### src/rtl/cfg_stream_loader.sv
// Buffered configuration loader: accepts (addr, data, bcast, last) words over ready/valid,
// queues them in a FIFO and issues one per cycle to a selected tile channel or to all.
module cfg_stream_loader #(
  parameter int ADDR_W = 32,
  parameter int DATA_W = 32,
  parameter int DEPTH  = 8,
  parameter int NUM_CH = 4,
  parameter int CH_LSB = 24
) (
  input  logic              clk_in,
  input  logic              reset_in,
  input  logic              in_valid,
  output logic              in_ready,
  input  logic [ADDR_W-1:0] in_addr,
  input  logic [DATA_W-1:0] in_data,
  input  logic              in_bcast,
  input  logic              in_last,
  input  logic              pause_in,
  input  logic              restart_in,
  output logic [NUM_CH-1:0] config_en_out,
  output logic [ADDR_W-1:0] config_addr_out,
  output logic [DATA_W-1:0] config_data_out,
  output logic              config_done_out,
  output logic [15:0]       word_count_out,
  output logic              err_out
);

  localparam int CH_W = $clog2(NUM_CH);
  localparam int AW   = $clog2(DEPTH);
  localparam int W    = ADDR_W + DATA_W + 2;

  typedef enum logic [1:0] {IDLE, LOAD, DRAIN, DONE} state_t;

  state_t            state, state_next;
  logic [W-1:0]      mem [DEPTH];
  logic [AW:0]       wr_ptr, rd_ptr;
  logic              fifo_full, fifo_empty, push, pop;
  logic [W-1:0]      head;
  logic [ADDR_W-1:0] head_addr;
  logic [DATA_W-1:0] head_data;
  logic              head_bcast, head_last, ch_ok;
  logic [CH_W-1:0]   ch;
  logic [NUM_CH-1:0] onehot, target;

  assign fifo_empty = (wr_ptr == rd_ptr);
  assign fifo_full  = (wr_ptr[AW] != rd_ptr[AW]) && (wr_ptr[AW-1:0] == rd_ptr[AW-1:0]);

  // Gating with reset_in keeps ready low for the whole reset pulse, even before any edge.
  assign in_ready = ((state == IDLE) || (state == LOAD)) && !fifo_full && !reset_in;
  assign push     = in_valid && in_ready;
  assign pop      = !fifo_empty && !pause_in;

  assign head       = mem[rd_ptr[AW-1:0]];
  assign head_addr  = head[W-1 -: ADDR_W];
  assign head_data  = head[DATA_W+1:2];
  assign head_bcast = head[1];
  assign head_last  = head[0];
  assign ch         = head_addr[CH_LSB +: CH_W];
  assign ch_ok      = head_bcast || ({1'b0, ch} < (CH_W+1)'(NUM_CH));

  for (genvar gi = 0; gi < NUM_CH; gi++) begin : g_onehot
    assign onehot[gi] = (ch == CH_W'(gi));
  end

  assign target = head_bcast ? '1 : onehot;

  always_ff @(posedge clk_in) begin
    if (push) mem[wr_ptr[AW-1:0]] <= {in_addr, in_data, in_bcast, in_last};
  end

  always_comb begin
    state_next = state;
    case (state)
      IDLE:    if (push) state_next = in_last ? DRAIN : LOAD;
      LOAD:    if (push && in_last) state_next = DRAIN;
      DRAIN:   if (pop && head_last) state_next = DONE;
      DONE:    if (restart_in) state_next = IDLE;
      default: state_next = IDLE;
    endcase
  end

  always_ff @(posedge clk_in or posedge reset_in) begin
    if (reset_in) begin
      state           <= IDLE;
      wr_ptr          <= '0;
      rd_ptr          <= '0;
      config_en_out   <= '0;
      config_addr_out <= '0;
      config_data_out <= '0;
      config_done_out <= 1'b0;
      word_count_out  <= '0;
      err_out         <= 1'b0;
    end else begin
      state           <= state_next;
      config_done_out <= (state_next == DONE);
      if (push) wr_ptr <= wr_ptr + 1'b1;
      if (pop)  rd_ptr <= rd_ptr + 1'b1;
      config_en_out <= (pop && ch_ok) ? target : '0;
      if (pop && ch_ok) begin
        config_addr_out <= head_addr;
        config_data_out <= head_data;
        if (word_count_out != 16'hFFFF) word_count_out <= word_count_out + 16'd1;
      end
      if (pop && !ch_ok) err_out <= 1'b1;
      // The FIFO is empty in DONE, so the clear never races an increment.
      if ((state == DONE) && restart_in) word_count_out <= '0;
    end
  end

endmodule

### config.mk
export PLATFORM = sky130hd
export DESIGN_NAME = cfg_stream_loader
export DESIGN_NICKNAME = d
export VERILOG_FILES = /design/src/rtl/cfg_stream_loader.sv
export SDC_FILE = /design/constraint.sdc
export NUM_CORES = 1
export LEC_CHECK = 0
export ABC_AREA = 1
export BUFFER_PORTS_ARGS = -buffer_cell sky130_fd_sc_hd__clkbuf_2
export CAP_MARGIN = 20
export CORE_MARGIN = 5
export CORE_UTILIZATION = 57
export CTS_BUF_LIST = sky130_fd_sc_hd__clkbuf_8
export DETAILED_ROUTE_END_ITERATION = 10
export PLACE_DENSITY = 0.79
export SETUP_SLACK_MARGIN = 0.3
export SKIP_LAST_GASP = 1
export SYNTH_ARGS = -nofsm -noshare
export SYNTH_HDL_FRONTEND = slang
export SYNTH_SLANG_ARGS = --single-unit
export TNS_END_PERCENT = 30
### constraint.sdc
create_clock -name clk_in -period 6.75 [get_ports clk_in]
set_input_delay 0.3375 -clock clk_in [delete_from_list [all_inputs] [get_ports clk_in]]
set_output_delay 0.3375 -clock clk_in [all_outputs]
set_load 0.01 [all_outputs]
# Word level (Yosys, flattened, before mapping)
# Memories as Yosys holds them, arrays and structs flattened.
# Index checks and enable logic that the tools add are counted.
[op_classes]
addsub = 3
n_eq_ne = 11
n_reduce_logical = 18
muxes = 13
[ops]
columns = ["cell", "count"]
rows = [
  ["16-bit two-way mux", 3],
  ["16-bit by 1-bit adder with 16-bit output, second input constant", 1],
  ["16-bit inequality test, second input constant", 1],
  ["2-bit equality test, second input constant", 5],
  ["2-bit two-way mux", 5],
  ["4-bit by 1-bit adder with 4-bit output, second input constant", 2],
  ["1-bit logical AND", 8],
  ["4-bit two-way mux", 2],
  ["2-bit case mux with 4 select lines", 1],
  ["2-bit by 1-bit equality test with 1-bit output, second input constant", 2],
  ["4-bit equality test", 1],
  ["1-bit logical NOT", 4],
  ["2-bit logical NOT", 2],
  ["2-bit nonzero test", 2],
  ["3-bit equality test", 1],
  ["1-bit two-way mux", 2],
  ["2-bit AND reduction", 1],
  ["1-bit logical OR", 1],
  ["1-bit inequality test", 1],
]
[word_totals]
n_memories = 1
mem_bits_rw = 528
output_inout_bits = 87
in_bits = 71
word_cells = 54
register_bits = 95
[memory_table]
columns = ["name", "depth", "word_bits", "read_ports", "rd_ports_with_merged_regs", "write_ports", "line_no", "source"]
rows = [
  ["mem", 8, 66, 1, 0, 1, "35", "logic [W-1:0] mem [DEPTH];"],
]

# Longest topological paths before layout
# Gate-level depths: netlist of run 1.
[depth]
depth_word = 10
ltp_mapped = 14
ltp_nobuf = 12

# Worst setup path before layout of run 1
# Ideal clock, no wire load.
[synth_timing]
kind = "reg2reg"
from = "reg rd_ptr[0]"
to = "mem mem[6][0] in the netlist's numbering (enable)"
n_path_buf = 1
required_time_ps = 6178
arrival_ps = 5687
setup_slack_ps = 492
setup_ps = 572
stages_incl_launch_ff = 10
period_less_slack_ps = 6258
path_cell_list = "dfrtp_1 inv_2 buf_6 nand2_1 nand2_1 nand4_1 nand3_2 inv_2 nand2_1 nor3_1"
[synth_between]
elab_chain_cells = 8
[synth_rtl]
columns = ["item", "line_no", "source"]
rows = [
  ["from (decl)", "36", "logic [AW:0] wr_ptr, rd_ptr;"],
  ["from (signal assigned)", "97", "if (pop) rd_ptr <= rd_ptr + 1'b1;"],
  ["3-bit equality test", "46", "assign fifo_full = (wr_ptr[AW] != rd_ptr[AW]) && (wr_ptr[AW-1:0] == rd_ptr[AW-1:0]);"],
  ["1-bit logical AND", "46", ""],
  ["1-bit logical NOT", "49", "assign in_ready = ((state == IDLE) || (state == LOAD)) && !fifo_full && !reset_in;"],
  ["1-bit logical AND (2 in series)", "49", ""],
  ["1-bit logical AND", "50", "assign push = in_valid && in_ready;"],
  ["1-bit two-way mux", "68", "if (push) mem[wr_ptr[AW-1:0]] <= {in_addr, in_data, in_bcast, in_last};"],
  ["1-bit two-way mux (not written as such)", "68", ""],
  ["to (decl)", "35", ""],
]
# No other way between the ends.

# Final worst setup path of run 1
[layout_timing]
from = "reg rd_ptr[0]"
to = "mem mem[5][36] in the netlist's numbering (enable)"
# The elaborated chain is that of the path after synthesis.

==> flow_metrics.tcl, run 1 <==
set metrics [dict create \
    clk_latency_ns 0.66 \
    final-max-slew-violation-count 0 \
    finalWeightedCongestion 0.862 \
    clk_path_buf_depth 3 \
    dpl_cell_area_sq_mm 0.0253 \
    avgRoutedWirePerCell_um 20.0 \
    synth_fp_nets 1987 \
    drt_wl_total_um 55100 \
    p_sw_mw 4.09 \
    cp.required_ns 7.00 \
    synth_xor_area_share_pct 0.470 \
    finalNonFillerCells 2759 \
    syn_area_sq_mm 0.0242 \
    placed_cells_incl_taps 2511 \
    cts-htree-levels 3 \
    synth_enable_flop_cells 528 \
    flow.area_growth_from_synthesis_pct 15.0 \
    cts_inserted_buffers 93 \
    async_reset_ff_share_pct 15.2 \
    post_cts.resized_instances 0 \
    min-delay-path-class "in2reg" \
    effective_utilization_at_floorplan_pct 57.6 \
    largest_net_degree_at_the_start_of_global_routing 112 \
    end_kind "register" \
    switching_share_pct 36.2 \
    via_per_inst 5.84 \
    synth-simple-area-share_pct 11.4 \
    floorplan.die_area_sq_mm 0.0467 \
    holdBufCountCts 68 \
    detailedRoute.firstIterationViolations 1921 \
    cts_tree "built" \
    reg2reg_setup_slack_ns 2.72 \
    power_frac_clock_pct 26.0 \
    synthTopCellsByArea "edfxtp_1, dfrtp_1, nor2_1, o21ai_0, nand2_1" \
    report.final.setup_viol 0 \
    number_of_nets_at_the_end_of_the_flow 2211 \
    placementRows 75 \
    floorplan.core_area_sq_mm 0.0420 \
    synth-compound-area-share_pct 9.66 \
    internal-power_mw 7.19 \
    setup_total_negative_slack_ns 0 \
    unrepaired_setup_endpoints_after_global_routing "false" \
    r2r_start "rd_ptr[0]" \
    synth.mux.area_fraction_pct 0 \
    dieWidth_um 216 \
    dominant_combinational_cell_family_by_area_after_synthesis "simple AND/OR/NAND/NOR gates" \
    postRouteAntennaNets 0 \
    fp.dieH_um 216 \
    hold-path-endpoint "mem[3][13]" \
    tightestPinTransition_ns 1.15 \
    grt_antenna_before_repair 4 \
    synth_sequential_area_ratio_pct 75.3 \
    maxCapViolations 0 \
    worstRegToRegCells 9 \
    final.period_utilization_pct 59.7 \
    worstReg2RegEnd "mem[5][36]" \
    boundaryPins 158 \
    ys.warnings.count 0 \
    gr-total-overflow 0 \
    crit_fanout 75 \
    clkSlewWorstSetupHoldPaths_ns 0.06 \
    detail_route.drc_violations 0 \
    finalClockSkew_ns 0.0412 \
    synth_seq_cells 623 \
    cts_setup_buffers 0 \
    route.vias.total 16112 \
    vdd_ir_drop_max_v 0.000222 \
    layout.cell_area.non_filler_sq_mm 0.0279 \
    cp.arrival_ns 4.28 \
    grt_pass1_vias 15952 \
    synth.largest_area_cell "edfxtp_1" \
    count_of_unique_library_cells_instantiated_by_yosys 31 \
    combinational_power_share_pct 29.7 \
    worst_setup_path_start_kind "register" \
    post-synth-top-area-fraction_pct 65.4 \
    dpl.hpwl_um 29900 \
    layout-drive-gt1-share_pct 14.8 \
    cts-root-buf "clkbuf_8" \
    yosys_most_used_dff "edfxtp_1" \
    clock_period_minus_final_worst_setup_slack_ns 4.03 \
    firstDrtPassIters 6 \
    seq_power_share_pct 44.3 \
    fmax_mhz 248 \
    synthAdderAreaFrac_pct 0.155 \
    status "finished clean" \
    timing.max_slew.rel_slack_pct 23.5 \
    tritoncts_num_sinks 623 \
    numPortBuffers 156 \
    post_synthesis_instance_total 1913 \
    gr-usage-all-layers_pct 23.2 \
    timing_worst_setup_path_type "reg2reg" \
    min-delay-start "in_data[11]" \
    timing_hold_violations_final 0 \
    power_per_cell_area_mw_per_mm2 405 \
    cellLeakagePower_nw 10.1 \
    min_path_cells 1 \
    syn_area_per_cell_sq_um 12.7 \
    global_route_wire_length_before_repair_um 86300 \
]
-- cell type report --
cell class	count	area, sq um
clock buffer	101	1390
multi-input combinational	1137	5320
tap	539	674
sequential	623	18200
inverter	36	148
fill	2843	14200
antenna	2	5.00
timing repair buffer	246	1680
clock inverter	75	418
-- placed cells by master, fill, tap and decap left out, types with 4 or more instances in the layout --
cell type,synthesis,routed
nand3_1,81,81
xor2_1,13,13
nor2_1,323,317
clkinv_2,0,12
o211ai_1,20,20
clkinv_1,0,14
edfxtp_1,528,528
clkinvlp_4,0,4
o21ai_1,34,34
nor2_4,0,7
clkbuf_8,0,101
dfrtp_1,95,92
a31oi_1,43,43
o22ai_1,90,90
dlygate4sd3_1,0,68
inv_2,6,4
clkbuf_2,0,156
inv_1,29,65
nor3_1,6,5
nand4_1,7,7
nand2_1,275,275
inv_6,0,5
buf_4,10,19
o21ai_0,229,229
-- critical path, stage by stage (launching register included) --
cell     delay, ns
dfrtp_4       0.99
inv_6         0.37
nand2_1       0.14
nand2_1       0.05
nand4_1       0.17
nand3_2       0.17
inv_2         0.13
nand2_1       0.19
nor2_4        0.59
buf_4         0.78
-- Yosys cell counts, types with 2 or more instances --
cell type	number
buf_4	10
inv_2	6
buf_1	5
ha_1	3
xor2_1	13
o211ai_1	20
dfrtp_1	95
nor3_1	6
a21oi_1	2
inv_1	29
o21a_1	2
clkbuf_1	55
edfxtp_1	528
nand4_1	7
nand2_1	275
a31oi_1	43
o22ai_1	90
buf_2	37
o21ai_0	229
buf_6	10
nand3_1	81
o21ai_1	34
nand2_2	3
nor2_1	323
-- registers in the layout (all words and copies together), names as in the netlist --
name and flops:
config_addr_out 32, config_done_out 1, config_data_out 32, state 2, word_count_out 16, mem 528, config_en_out 4, wr_ptr 4
rd_ptr 4
-- how the worst max path moves through the flow --
stage	from	to	slack [ns]	depth (start not counted)
after floorplan	rd_ptr[0]	mem[6][0]	0.49	9
after global placement	rd_ptr[0]	mem[3][45]	2.71	9
after detailed placement	rd_ptr[0]	mem[3][46]	2.62	9
after CTS	rd_ptr[0]	mem[3][40]	2.59	9
after global routing	rd_ptr[2]	word_count_out[9]	2.34	13
final	rd_ptr[0]	mem[5][36]	2.72	9
-- per-stage QoR --
| stage | hold WS (ns) | power, mW | setup slack (ns) | util [%] |
|---|---|---|---|---|
| 4_1_cts | 0.00620 | 11.3 | 2.59 | 66.2 |
| 3_3_place_gp | 0.403 | 8.21 | 2.71 | 60.2 |
| 5_1_grt | 0.0289 | 11.9 | 2.34 | 66.3 |
| 3_5_place_dp | 0.411 | 8.36 | 2.62 | 60.2 |
| 6_report | 0.0395 | 11.3 | 2.72 | 66.3 |
| 2_1_floorplan | 0.436 | 7.31 | 0.492 | - |
-- per-layer routing --
layer | vias up | routed length (um) | global-route usage, %
met5 | - | 19 | 0
met1 | 7818 | 21900 | 31.4
li1 | 7362 | - | -
met2 | 815 | 27200 | 38.4
met4 | 4 | 1340 | 8.31
met3 | 113 | 4630 | 4.35
-- cells by family after synthesis --
| logic type | Yosys count |
|---|---|
| AO/OA/AOI/OAI | 422 |
| buffers and inverters | 153 |
| adder cells (fa/ha/maj) | 3 |
| other | 1 |
| flip-flops | 623 |
| AND/OR/NAND/NOR | 698 |
| XOR/XNOR | 13 |
-- power by group through the flow --
stage / sequential (mW) / clock, mW / combinational (mW)
2_1_floorplan: 5.03 / 0 / 2.29
3_5_place_dp: 5.07 / 0 / 3.29
5_1_grt: 5.05 / 3.15 / 3.72
6_report: 5.00 / 2.93 / 3.35
4_1_cts: 5.00 / 2.96 / 3.34
3_3_place_gp: 5.05 / 0 / 3.16
Power figures use the tool's default switching activity.
==> inputs of run 2 (changes only) <==
--- a/config.mk
+++ b/config.mk
@@ -9,10 +9,10 @@
 export BUFFER_PORTS_ARGS = -buffer_cell sky130_fd_sc_hd__clkbuf_2
 export CAP_MARGIN = 20
 export CORE_MARGIN = 5
-export CORE_UTILIZATION = 57
+export CORE_UTILIZATION = 63
 export CTS_BUF_LIST = sky130_fd_sc_hd__clkbuf_8
 export DETAILED_ROUTE_END_ITERATION = 10
-export PLACE_DENSITY = 0.79
+export PLACE_DENSITY = 0.82
 export SETUP_SLACK_MARGIN = 0.3
 export SKIP_LAST_GASP = 1
 export SYNTH_ARGS = -nofsm -noshare
==> constraint.sdc (replaced) <==
create_clock -name clk_in -period 3.8 [get_ports clk_in]
set_input_delay 0.19 -clock clk_in [delete_from_list [all_inputs] [get_ports clk_in]]
set_output_delay 0.19 -clock clk_in [all_outputs]
set_load 0.01 [all_outputs]
==> run 2 against run 1 <==
Effect of this change:
- final cell count is 0.47% lower
- via count is 1.9% higher
- largest power group unchanged
- combinational power is 86% higher
==> flow_metrics.tcl, run 2 (synthesis gave the netlist of run 1 again) <==
set metrics [dict create \
    layout.cells.most_common "edfxtp_1" \
    flow.area_growth_from_synthesis_pct 15.8 \
    end_kind "register" \
    tritoncts_num_sinks 623 \
    dpl_cell_area_sq_mm 0.0254 \
    worstReg2RegEnd "config_en_out[0]" \
    floorplan.die_area_sq_mm 0.0425 \
    boundaryPins 158 \
    min-delay-path-class "in2reg" \
    max_stage_delay_ns 0.80 \
    overall_power_consumption_mw 20.4 \
    detailedRoute.firstIterationViolations 1846 \
    status "finished clean" \
    gr-usage-all-layers_pct 26.8 \
    cpMaxStageDelayCell "buf_4" \
    hold-path-endpoint "config_addr_out[23]" \
    gr-total-overflow 0 \
    reg2reg_setup_slack_ns 0.85 \
    r2r_start "rd_ptr[2]" \
    cp_common_cell "nand2_1" \
    finalWeightedCongestion 0.888 \
    fmax_mhz 339 \
    timing.max_slew.rel_slack_pct 31.9 \
    most-common-layout-cells "edfxtp_1, nor2_1, nand2_1, o21ai_0, clkbuf_2" \
    cts-root-buf "clkbuf_8" \
    worst_setup_slack_before_clock_tree_synthesis_ns 0.969 \
    firstDrtPassIters 5 \
    cp_cell_sequence "clkinv_2, buf_4, nand2_1, nand2_1, nor2_1, nand2_1, nand2_2, clkinv_2, buf_12, nand2_1, o21ai_0" \
    final-max-slew-violation-count 0 \
    maxCapViolations 0 \
    finalNonFillerCells 2746 \
    largest_net_degree_at_the_start_of_global_routing 179 \
    grt_pass1_vias 16635 \
    clk_latency_ns 0.64 \
    layout.cell_area.non_filler_sq_mm 0.0281 \
    cts-htree-levels 3 \
    cts_tree "built" \
    cp.arrival_ns 3.48 \
    clkSlewWorstSetupHoldPaths_ns 0.06 \
    drt_wl_total_um 56300 \
    placementRows 71 \
    number_of_nets_at_the_end_of_the_flow 2224 \
    detail_route.drc_violations 0 \
    dpl.hpwl_um 29600 \
    largest_register_ff_count 528 \
    postRouteAntennaNets 0 \
    grt_antenna_before_repair 5 \
    global_route_wire_length_before_repair_um 88300 \
    post-route-worst-setup-slack_ns 0.854 \
    min_path_cells 5 \
    dieWidth_um 206 \
    unrepaired_setup_endpoints_after_global_routing "false" \
    cellLeakagePower_nw 10.2 \
    fillerInstances 2237 \
    cp.required_ns 4.33 \
    report.final.setup_viol 0 \
    via_per_inst 5.98 \
    finalClockSkew_ns 0.0144 \
    cts_inserted_buffers 94 \
    layout-drive-gt1-share_pct 15.3 \
    avgRoutedWirePerCell_um 20.5 \
    power_per_cell_area_mw_per_mm2 725 \
    final.period_utilization_pct 77.5 \
    whs_ns 0.160 \
    route.vias.total 16412 \
    clk_path_buf_depth 3 \
    worstRegToRegCells 11 \
    fp.dieH_um 206 \
    floorplan.core_area_sq_mm 0.0378 \
    placed_cells_incl_taps 2492 \
    effective_utilization_at_floorplan_pct 64.0 \
    numPortBuffers 156 \
    worst_setup_path_start_kind "register" \
    clock_period_minus_final_worst_setup_slack_ns 2.95 \
    timing_hold_violations_final 0 \
    tightestPinTransition_ns 1.02 \
    vdd_ir_drop_max_v 0.000536 \
    crit_fanout 79 \
    min-delay-start "pause_in" \
    timing_worst_setup_path_type "reg2reg" \
]
## run 2: cell count changes in the layout (fill, tap and decap cells not counted), sizes merged, moves of 2 or more
| cell | before | now |
|---|---|---|
| diode | 2 | 4 |
| clkinv | 26 | 23 |
| clkbuf | 257 | 265 |
| dlygate4sd3 | 68 | 71 |
| inv | 78 | 73 |
| buf | 22 | 31 |
## run 2: timing repair
item / CTS / global route
hold endpoints to repair: 574 / 0
resized for setup: 0 / 0
setup endpoints to repair: 0 / 0
setup buffers: 0 / 0
hold buffers: 71 / 0
## run 2: power by group
group	internal [mW]	leakage, nW	switching [mW]
clock network	2.83	1.09	2.49
registers	8.24	5.89	0.553
logic	1.94	3.23	4.30
total	13.0	10.2	7.34
## run 2: metrics by stage
step | setup TNS, ns | util (%)
finish | 0 | 74.2
global route | 0 | 74.2
CTS | 0 | 74.0
detailed placement | 0 | 67.2
global placement | 0 | 67.2
floorplan | -285.74 | -
## run 2: worst max-delay path, delay by kind of cell (launching register included)
family,cells,cell delay (ns)
simple gates,6,0.57
compound gates,1,0.23
flops,1,0.56
buf+inv,4,1.43
## run 2: worst max path at each step
stage | from | to | slack (ns) | cells past startpoint
after CTS | rd_ptr[2] | config_en_out[0] | 0.95 | 11
after detailed placement | rd_ptr[2] | config_en_out[0] | 0.97 | 11
final | rd_ptr[2] | config_en_out[0] | 0.85 | 11
after floorplan | rd_ptr[0] | mem[0][0] | -0.67 | 9
after global placement | rd_ptr[2] | rd_ptr[3] | 0.97 | 11
after global routing | rd_ptr[2] | config_en_out[0] | 0.70 | 11
## run 2: cell type report
class,count,area (sq um),area share (%)
Inverter,36,148,0.526
Multi-Input combinational cell,1137,5320,19.0
Clock inverter,68,370,1.32
Clock buffer,109,1500,5.35
Antenna cell,4,10.0,0.0357
Sequential cell,623,18200,65.0
Tap cell,511,639,2.28
Timing Repair Buffer,258,1840,6.54
## run 2: metal layers
layer	routed length, um	global-route usage, %	vias up
li1	-	-	7393
met1	21700	35.6	7976
met3	4990	4.57	162
met4	1880	12.1	2
met2	27700	44.1	879
met5	7	0	-
==> inputs of run 3 (changes only) <==
--- a/config.mk
+++ b/config.mk
@@ -5,14 +5,14 @@
 export SDC_FILE = /design/constraint.sdc
 export NUM_CORES = 1
 export LEC_CHECK = 0
-export ABC_AREA = 1
+export ABC_AREA = 0
 export BUFFER_PORTS_ARGS = -buffer_cell sky130_fd_sc_hd__clkbuf_2
 export CAP_MARGIN = 20
 export CORE_MARGIN = 5
-export CORE_UTILIZATION = 63
+export CORE_UTILIZATION = 62
 export CTS_BUF_LIST = sky130_fd_sc_hd__clkbuf_8
 export DETAILED_ROUTE_END_ITERATION = 10
-export PLACE_DENSITY = 0.82
+export PLACE_DENSITY = 0.81
 export SETUP_SLACK_MARGIN = 0.3
 export SKIP_LAST_GASP = 1
 export SYNTH_ARGS = -nofsm -noshare
==> constraint.sdc (replaced) <==
create_clock -name clk_in -period 2.8 [get_ports clk_in]
set_input_delay 0.14 -clock clk_in [delete_from_list [all_inputs] [get_ports clk_in]]
set_output_delay 0.14 -clock clk_in [all_outputs]
set_load 0.01 [all_outputs]
==> run 3 against run 2 <==
Effect of this change:
- design area decreased by 0.92%
- global-route usage decreased by 3.6 points
- register-to-register slack got worse by 0.51 ns
- via count decreased by 27%
- utilization decreased by 0.34 points
- clock-buffer cell count decreased by 3
- critical path type unchanged
==> flow_metrics.tcl, run 3 <==
set metrics [dict create \
    detail_route.drc_violations 0 \
    yosys_most_used_dff "edfxtp_1" \
    syn_area_per_cell_sq_um 20.3 \
    finalClockSkew_ns 0.0189 \
    avgRoutedWirePerCell_um 23.2 \
    firstDrtPassIters 5 \
    largest_net_degree_at_the_start_of_global_routing 114 \
    route.vias.total 12016 \
    dpl.hpwl_um 25900 \
    layout-drive-gt1-share_pct 29.6 \
    async_reset_ff_share_pct 15.2 \
    via_per_inst 5.90 \
    fmax_mhz 407 \
    finalNonFillerCells 2038 \
    dieWidth_um 205 \
    min-delay-path-class "in2reg" \
    maxCapViolations 0 \
    worst_setup_path_start_kind "register" \
    ys.warnings.count 0 \
    drt_wl_total_um 47300 \
    post_synthesis_instance_total 1163 \
    detailedRoute.firstIterationViolations 908 \
    floorplan.core_area_sq_mm 0.0377 \
    cp.required_ns 3.07 \
    report.final.setup_viol 0 \
    met1_usage_pct 32.9 \
    clk_latency_ns 0.63 \
    end_kind "register" \
    cts_tree "built" \
    final.period_utilization_pct 87.7 \
    met3_usage_pct 4.40 \
    cp.arrival_ns 2.73 \
    global_route_wire_length_before_repair_um 73400 \
    flow.area_growth_from_synthesis_pct 17.6 \
    finalWeightedCongestion 0.835 \
    boundaryPins 158 \
    synthTopCellsByArea "edfxtp_1, mux4_2, dfrtp_1, mux2i_1, o21ai_0" \
    numPortBuffers 156 \
    most-common-layout-cells "edfxtp_1, clkbuf_2, mux4_2, clkbuf_8, dfrtp_1" \
    placed_cells_incl_taps 1798 \
    cts-root-buf "clkbuf_8" \
    synth_sequential_area_ratio_pct 77.1 \
    clk_path_buf_depth 3 \
    cellLeakagePower_nw 9.96 \
    status "finished clean" \
    synthMostInstantiatedCell "edfxtp_1" \
    layout.cells.most_common "edfxtp_1" \
    largest_register_ff_count 528 \
    top_usage_layer "met2" \
    timing_worst_setup_path_type "reg2reg" \
    power_per_cell_area_mw_per_mm2 924 \
    post_synth_most_frequent_cells "edfxtp_1, mux4_2, dfrtp_1, nand2_1, mux2i_1" \
    synth_enable_flop_cells 528 \
    timing.max_slew.rel_slack_pct 30.0 \
    cts_inserted_buffers 91 \
    grt_pass1_vias 12584 \
    syn_area_sq_mm 0.0237 \
    count_of_unique_library_cells_instantiated_by_yosys 42 \
    clock_period_minus_final_worst_setup_slack_ns 2.46 \
    vdd_ir_drop_max_v 0.000788 \
    timing_hold_violations_final 0 \
    unrepaired_setup_endpoints_after_global_routing "true" \
    post_cts.resized_instances 0 \
    use_met2_pct 37.7 \
    synth.largest_area_cell "edfxtp_1" \
    postRouteAntennaNets 0 \
    cts-htree-levels 3 \
    floorplan.die_area_sq_mm 0.0422 \
    gr-usage-all-layers_pct 23.2 \
    post-synth-top-area-fraction_pct 67.0 \
    gr-total-overflow 0 \
    clkSlewWorstSetupHoldPaths_ns 0.06 \
    effective_utilization_at_floorplan_pct 62.8 \
    tritoncts_num_sinks 623 \
    number_of_nets_at_the_end_of_the_flow 1524 \
    synth_fp_nets 1237 \
    placementRows 71 \
    synth_seq_cells 623 \
    crit_fanout 25 \
    final-max-slew-violation-count 0 \
    setup_total_negative_slack_ns 0 \
    tightestPinTransition_ns 1.04 \
    grt_antenna_before_repair 2 \
    fp.dieH_um 205 \
]
## run 3: cell count changes in the layout (fill, tap and decap cells not counted), moves of 34 or more
cell     previous run  this run
a31oi_1            43         5
mux2i_1             0        73
mux4_2              0       131
nand2_1           275        90
nand3_1            81         7
nor2_1            316        10
o21ai_0           229        70
o21ai_1            34         0
o22ai_1            90         0
## run 3: kinds of logic (layout without fill, tap and decap cells)
| logic type | Yosys count | after routing | share of synthesized area [%] |
|---|---|---|---|
| buf+inv | 72 | 434 | 1.42 |
| flops | 623 | 623 | 77.1 |
| other cells | 1 | 3 | 0.0159 |
| fa+ha+maj | 3 | 3 | 0.159 |
| mux | 206 | 206 | 15.7 |
| xor+xnor | 11 | 11 | 0.407 |
| simple gates | 155 | 155 | 3.06 |
| compound gates | 92 | 92 | 2.20 |
## run 3: worst paths after layout
check | cells past startpoint | slack [ns] | to | from
min | 4 | 0.18 | state[0] | in_valid
min in group asynchronous | 3 | 0.28 | word_count_out[15] | reset_in
max in group asynchronous | 4 | 1.74 | config_addr_out[11] | reset_in
min reg2reg | 2 | 0.48 | config_data_out[22] | config_data_out[22]
max | 5 | 0.34 | mem[5][34] | state[1]
max reg2reg | 5 | 0.34 | mem[5][34] | state[1]
## run 3: area by class of cell
cell class              count  area, sq um
repair buffers            258         1940
diodes                      2         5.00
clock buffers             106         1460
fillers                  2170         9860
well taps                 511          639
flip-flops and latches    623        18200
multi-input cells         468         5190
clock inverters            62          295
inverters                   8         32.5
## run 3: per-stage QoR
| step | instance area [sq um] | hold slack, ns | setup WS (ns) | utilization (%) | total power [mW] |
|---|---|---|---|---|---|
| 3_3_place_gp | 25300 | 0.405 | 0.368 | 67.3 | 18.8 |
| 2_1_floorplan | 23800 | 0.239 | -0.774 | - | 16.8 |
| 5_1_grt | 27800 | 0.182 | 0.255 | 73.8 | 27.0 |
| 3_5_place_dp | 25300 | 0.412 | 0.332 | 67.3 | 19.0 |
| 4_1_cts | 27800 | 0.124 | 0.302 | 73.8 | 26.0 |
| 6_report | 27800 | 0.184 | 0.343 | 73.8 | 25.7 |
## run 3: report_power, final
part           switching, mW  internal (mW)  leakage, nW
Sequential             0.568           11.2         5.94
Combinational           3.75           3.29         2.96
Clock                   3.25           3.62         1.06
## run 3: layer usage
layer	part of all wire, %	vias up
met2	51	475
met5	0	-
li1	-	5283
met1	41	6185
met4	2.0	0
met3	6.7	73
## run 3: worst max-delay path, cell delays in order (launching register included)
cell and delay [ns]:
dfrtp_1 0.44, or3b_1 0.39, a41o_1 0.30, or2_4 0.32, nor3b_4 0.24, buf_4 0.41
## run 3: what timing repair did
| action | CTS | global route |
|---|---|---|
| endpoints found under the hold margin | 587 | 0 |
| buffers inserted | 0 | 1 |
| hold buffers | 69 | 0 |
| setup endpoints to repair | 0 | 104 |
